$ cat config.mk
export PLATFORM = sky130hd
export DESIGN_NAME = nor_gate_bank
export DESIGN_NICKNAME = d
export VERILOG_FILES = /design/src/rtl/nor_gate_bank.sv
export SDC_FILE = /design/constraint.sdc
export NUM_CORES = 1
export LEC_CHECK = 0
export CORE_MARGIN = 2
export CORE_UTILIZATION = 35
export CTS_CLUSTER_SIZE = 10
export DETAILED_ROUTE_END_ITERATION = 8
export MAX_ROUTING_LAYER = met4
export PLACE_DENSITY_LB_ADDON = 0.12
export SLEW_MARGIN = 20
export SYNTH_ARGS = -nofsm -noshare
export SYNTH_HDL_FRONTEND = slang
export SYNTH_SLANG_ARGS = --single-unit
$ cat constraint.sdc
create_clock -name clk -period 2 [get_ports clk]
set_input_delay 0.3 -clock clk [delete_from_list [all_inputs] [get_ports clk]]
set_output_delay 0.3 -clock clk [all_outputs]
set_load 0.02 [all_outputs]
$ cat src/rtl/nor_gate_bank.sv
// Bank of independent clocked 2-input NOR channels with input synchronisers,
// an output stability filter, registered pad enables and saturating change counters.
module nor_gate_bank #(
  parameter int CHANNELS    = 4,
  parameter int SYNC_STAGES = 2,
  parameter int FILTER_LEN  = 4,
  parameter int CNT_W       = 8
) (
  input  logic                      clk,
  input  logic                      rst,
  input  logic                      en,
  input  logic [CHANNELS-1:0]       a,
  input  logic [CHANNELS-1:0]       b,
  input  logic [CHANNELS-1:0]       oe,
  input  logic                      cnt_clr,
  output logic [CHANNELS-1:0]       y,
  output logic [CHANNELS-1:0]       y_en,
  output logic [CHANNELS-1:0]       y_change,
  output logic [CHANNELS*CNT_W-1:0] edge_cnt
);

  // fcnt only ever needs to hold FILTER_LEN-1; keep at least one bit for FILTER_LEN=1.
  localparam int                FCNT_W   = (FILTER_LEN > 1) ? $clog2(FILTER_LEN) : 1;
  localparam logic [FCNT_W-1:0] FCNT_MAX = FCNT_W'(FILTER_LEN - 1);
  localparam logic [CNT_W-1:0]  CNT_MAX  = '1;

  logic [CHANNELS-1:0] y_en_q;
  logic [CHANNELS-1:0] y_en_d;

  assign y_en_d = oe & {CHANNELS{en}};

  always_ff @(posedge clk or posedge rst) begin
    if (rst) begin
      y_en_q <= '0;
    end else begin
      y_en_q <= y_en_d;
    end
  end

  assign y_en = y_en_q;

  genvar gi;
  generate
    for (gi = 0; gi < CHANNELS; gi++) begin : g_chan
      logic [SYNC_STAGES-1:0] a_sync_q;
      logic [SYNC_STAGES-1:0] b_sync_q;
      logic                   raw;
      logic [FCNT_W-1:0]      fcnt_q;
      logic [FCNT_W-1:0]      fcnt_d;
      logic                   y_q;
      logic                   y_d;
      logic                   chg_q;
      logic                   chg_d;
      logic [CNT_W-1:0]       cnt_q;
      logic [CNT_W-1:0]       cnt_d;

      always_ff @(posedge clk or posedge rst) begin
        if (rst) begin
          a_sync_q <= '0;
          b_sync_q <= '0;
        end else begin
          a_sync_q[0] <= a[gi];
          b_sync_q[0] <= b[gi];
          for (int s = 1; s < SYNC_STAGES; s++) begin
            a_sync_q[s] <= a_sync_q[s-1];
            b_sync_q[s] <= b_sync_q[s-1];
          end
        end
      end

      assign raw = ~(a_sync_q[SYNC_STAGES-1] | b_sync_q[SYNC_STAGES-1]);

      // Any cycle without a pending deviation (or with en low) restarts the filter.
      always_comb begin
        fcnt_d = '0;
        y_d    = y_q;
        chg_d  = 1'b0;
        if (en && (raw != y_q)) begin
          if (fcnt_q == FCNT_MAX) begin
            y_d   = raw;
            chg_d = 1'b1;
          end else begin
            fcnt_d = fcnt_q + 1'b1;
          end
        end
      end

      always_comb begin
        cnt_d = cnt_q;
        if (cnt_clr) begin
          cnt_d = '0;
        end else if (chg_q && (cnt_q != CNT_MAX)) begin
          cnt_d = cnt_q + 1'b1;
        end
      end

      always_ff @(posedge clk or posedge rst) begin
        if (rst) begin
          fcnt_q <= '0;
          y_q    <= 1'b1;
          chg_q  <= 1'b0;
          cnt_q  <= '0;
        end else begin
          fcnt_q <= fcnt_d;
          y_q    <= y_d;
          chg_q  <= chg_d;
          cnt_q  <= cnt_d;
        end
      end

      assign y[gi]                      = y_q;
      assign y_change[gi]               = chg_q;
      assign edge_cnt[gi*CNT_W +: CNT_W] = cnt_q;
    end
  endgenerate

endmodule

==> results.yml, run 1 <==
setup_path:
  critical-path-top-delay-family: "buffers and inverters"
  path_depth: 1
  critPathMaxFanout: 11
  critical_path.startpoint_type: "flip-flop"
  worst-setup-path-type: "reg -> out"
  timing.critical_path.cells: "clkdlybuf4s50_1"
  worst_path_max_delay_cell: "clkdlybuf4s50_1"
  endpoint_kind: "output pin"
  worst-endpoint-arrival_ns: 1.55
  timing.critical_path.required_ns: 1.70
  worst_r2r_path_depth: 4
  cp_slowest_stage_delay_ns: 0.69
  critical_path.n_buffers_inverters: 1
synthesis:
  synth.net_count: 288
  synth_cell_type_count: 43
  postSynthAreaPerCell_um2: 11.6
  synth_area_um2: 3060
  synth-main-ff-cell: "dfrtp_1"
  yosysSeqAreaShare_pct: 55.7
  post_synth_edffs: 0
  synth_largest_type_area_fraction_pct: 52.3
  number_of_synthesized_register_bits: 68
  synthesis.instances: 264
  yosysWarningCount: 0
  ys_async_sr_fraction_pct: 100
  synth.area.top_cells: "dfrtp_1 (52%), dfstp_2 (3.4%), ha_1 (3.3%)"
  synth_top_area_cell: "dfrtp_1"
cts:
  cts_tree: "built"
  root_buffer: "clkbuf_8"
  cts_num_sinks: 68
  cts_inserted_buffers: 9
  worst_skew_pair.late_latency_ns: 0.34
  cts_max_level: 3
  post-cts-setup-buffer-count: 0
  cts_repair_resize_count: 0
  clkSlewWorstSetupHoldPaths_ns: 0.07
  cts_hold_repair.buffers: 0
  cts_max_path_buffers: 2
layout:
  n_fill_cell: 826
  stdcell_area_um2: 3940
  multiInputGateArea_um2: 1230
  post_route_cells_drive_above_1_share_pct: 10.2
  count_of_antenna_diodes_in_the_layout: 0
  most_common_cell_after_layout_fill_and_taps_aside: "dfrtp_1"
  areaGrowthSynthToFinish_pct: 28.7
  stdcell_count: 431
  layout_common_cells: "dfrtp_1 (64), clkdlybuf4s50_1 (59), nand2_1 (15)"
  regArea_um2: 1710
  nNetsFinal: 342
timing:
  final_min_period_over_clock_period_pct: 92.4
  finalSetupViolations: 0
  max-slew-margin-rel_pct: 75.9
  timing.final.max_slew_violations: 0
  setup_repair_after_global_routing_missed_its_margin: "no"
  measured_slew_at_the_worst_slew_check_pin_ns: 0.361
  timing.fmax_mhz: 541
  finalHoldViolations: 0
  fin_skew_ns: 0.00742
  fin_tns_setup_ns: 0
  finalWorstPathRequiredPeriod_ns: 1.85
flow_run:
  cap_violations: 0
status:
  outcome: "complete, no violations"
worst_hold_path:
  min-delay-path-class: "reg -> reg"
  min_delay_path_depth: 0
power:
  switching_power_uw: 603
  power.density_nw_per_um2: 710
  report.power.total_uw: 2800
  combinationalPowerShare_pct: 4.3
  seq_power_share_pct: 50.5
  vdd_ir_drop_max_mv: 0.349
  p_clk_share_pct: 45.1
  p_leak_uw: 0.00165
  power.switching_fraction_pct: 21.5
  internal-power_uw: 2200
grt:
  grt_start_max_net_pins: 69
  most_crowded_layer_gr: "met2"
  grt_overflow: 0
  gr-usage-met2_pct: 20.1
  groute.usage.overall_pct: 13.3
  first_global_vias: 2114
  grt.met1_usage_pct: 17.2
  grt_first_pass_wirelength_um: 10100
  grtUsageMet3_pct: 2.95
  grt_antenna_before_repair: 0
floorplan:
  die_h_um: 97.5
  coreArea_um2: 8590
  rows: 34
  floorplan.initialDensity_pct: 35.6
  fp.dieArea_um2: 9510
  chipWidth_um: 97.5
  top_level_ports: 60
drt:
  dr.first_iter.drc_count: 110
  ratio_of_routed_vias_to_standard_cells: 5.08
  route.vias.total: 2191
  detail_route.wirelength_um: 5770
  routed_length_per_instance_um: 13.4
  drt_pre_antenna_iters: 6
  detail-route-antenna-nets: 0
  route.detailed.drc: 0
place:
  gp_congestion: 0.786
  numPortBuffers: 59
  hpwl_um: 3860
  place_area_um2: 3720
  dp.cells: 415
==> path summary, 6_finish.rpt <==
| kind | from | endpoint | slack (ns) |
|---|---|---|---|
| setup / recovery | g_chan[2].cnt_q[2] | edge_cnt[18] | 0.15 |
| hold / removal | g_chan[1].b_sync_q[0] | g_chan[1].b_sync_q[1] | 0.35 |
| setup reg to reg | g_chan[2].cnt_q[0] | g_chan[2].cnt_q[0] | 0.40 |
| hold reg to reg | g_chan[1].b_sync_q[0] | g_chan[1].b_sync_q[1] | 0.35 |
| max in group asynchronous | rst | g_chan[1].y_q | 1.25 |
| min in group asynchronous | rst | g_chan[3].a_sync_q[0] | 0.42 |
==> power by group through the flow <==
| stage | registers, uW | clock network, uW | logic, uW |
|---|---|---|---|
| final | 1410 | 1260 | 122 |
| after global routing | 1420 | 1380 | 137 |
| after CTS | 1410 | 1310 | 127 |
| after detailed placement | 1440 | 0 | 127 |
| after global placement | 1440 | 0 | 126 |
| after floorplan | 1440 | 0 | 56.9 |
==> per-layer routing <==
layer	vias to the layer above	wire length, um
met5	-	0
met4	0	95
met3	8	258
li1	1076	-
met2	53	2570
met1	1054	2840
==> sequential cells by signal, summed over array words and instances (netlist names) <==
register,cells
g_chan.a_sync_q,8
g_chan.b_sync_q,8
g_chan.chg_q,4
g_chan.cnt_q,32
g_chan.fcnt_q,8
g_chan.y_q,4
y_en,4
==> through the flow <==
step / util [%] / setup WS, ns / hold slack [ns]
2_1_floorplan: - / 0.335 / 0.331
3_3_place_gp: 43.2 / 0.424 / 0.332
3_5_place_dp: 43.2 / 0.335 / 0.335
4_1_cts: 45.9 / 0.136 / 0.353
5_1_grt: 45.9 / 0.0680 / 0.364
6_report: 45.9 / 0.152 / 0.350
==> cell type report <==
class | count | area share [%]
Timing Repair Buffer | 61 | 16.0
Sequential cell | 68 | 43.3
Multi-Input combinational cell | 176 | 31.3
Tap cell | 108 | 3.43
Clock inverter | 6 | 2.22
Clock buffer | 10 | 3.49
Inverter | 2 | 0.286
==> Yosys cell counts, types with 2 or more instances <==
library cell   n
nor2_1         7
nand4_1        2
o21bai_1       3
nor2b_1        7
nand2b_1       8
a41oi_1        2
mux2_2         2
and3_1         8
dfstp_2        4
a21oi_1       14
nand3_1        5
buf_2          5
dfrtp_1       64
nand2_1       15
ha_1           8
o21ai_0        5
a31oi_1        7
a21boi_0       6
inv_1          2
nor3_1         4
or3_1          6
a21boi_2       3
o31ai_1        5
a311oi_1       6
clkbuf_1       2
mux2i_1        4
nor3b_1        5
and2_1        12
mux2_4         2
and4_1         9
a211oi_1      12
buf_4          9
==> kinds of logic (layout without fill, tap and decap cells) <==
group	count (synthesis)	count (layout)	synth area share (%)
DFF	68	68	55.7
and+or+nand+nor	94	94	18.5
AOI/OAI and AO/OA	66	66	15.5
adders and majority gates	8	8	3.27
buffers and inverters	20	79	4.00
muxes	8	8	3.02
(Power assumes the default switching activity.)
==> inputs of run 2 (changes only) <==
--- a/config.mk
+++ b/config.mk
@@ -5,6 +5,7 @@
 export SDC_FILE = /design/constraint.sdc
 export NUM_CORES = 1
 export LEC_CHECK = 0
+export ABC_AREA = 0
 export CORE_MARGIN = 2
 export CORE_UTILIZATION = 35
 export CTS_CLUSTER_SIZE = 10
==> results of run 2 <==
No change in the layout: final DEF, timing and power equal those of run 1.
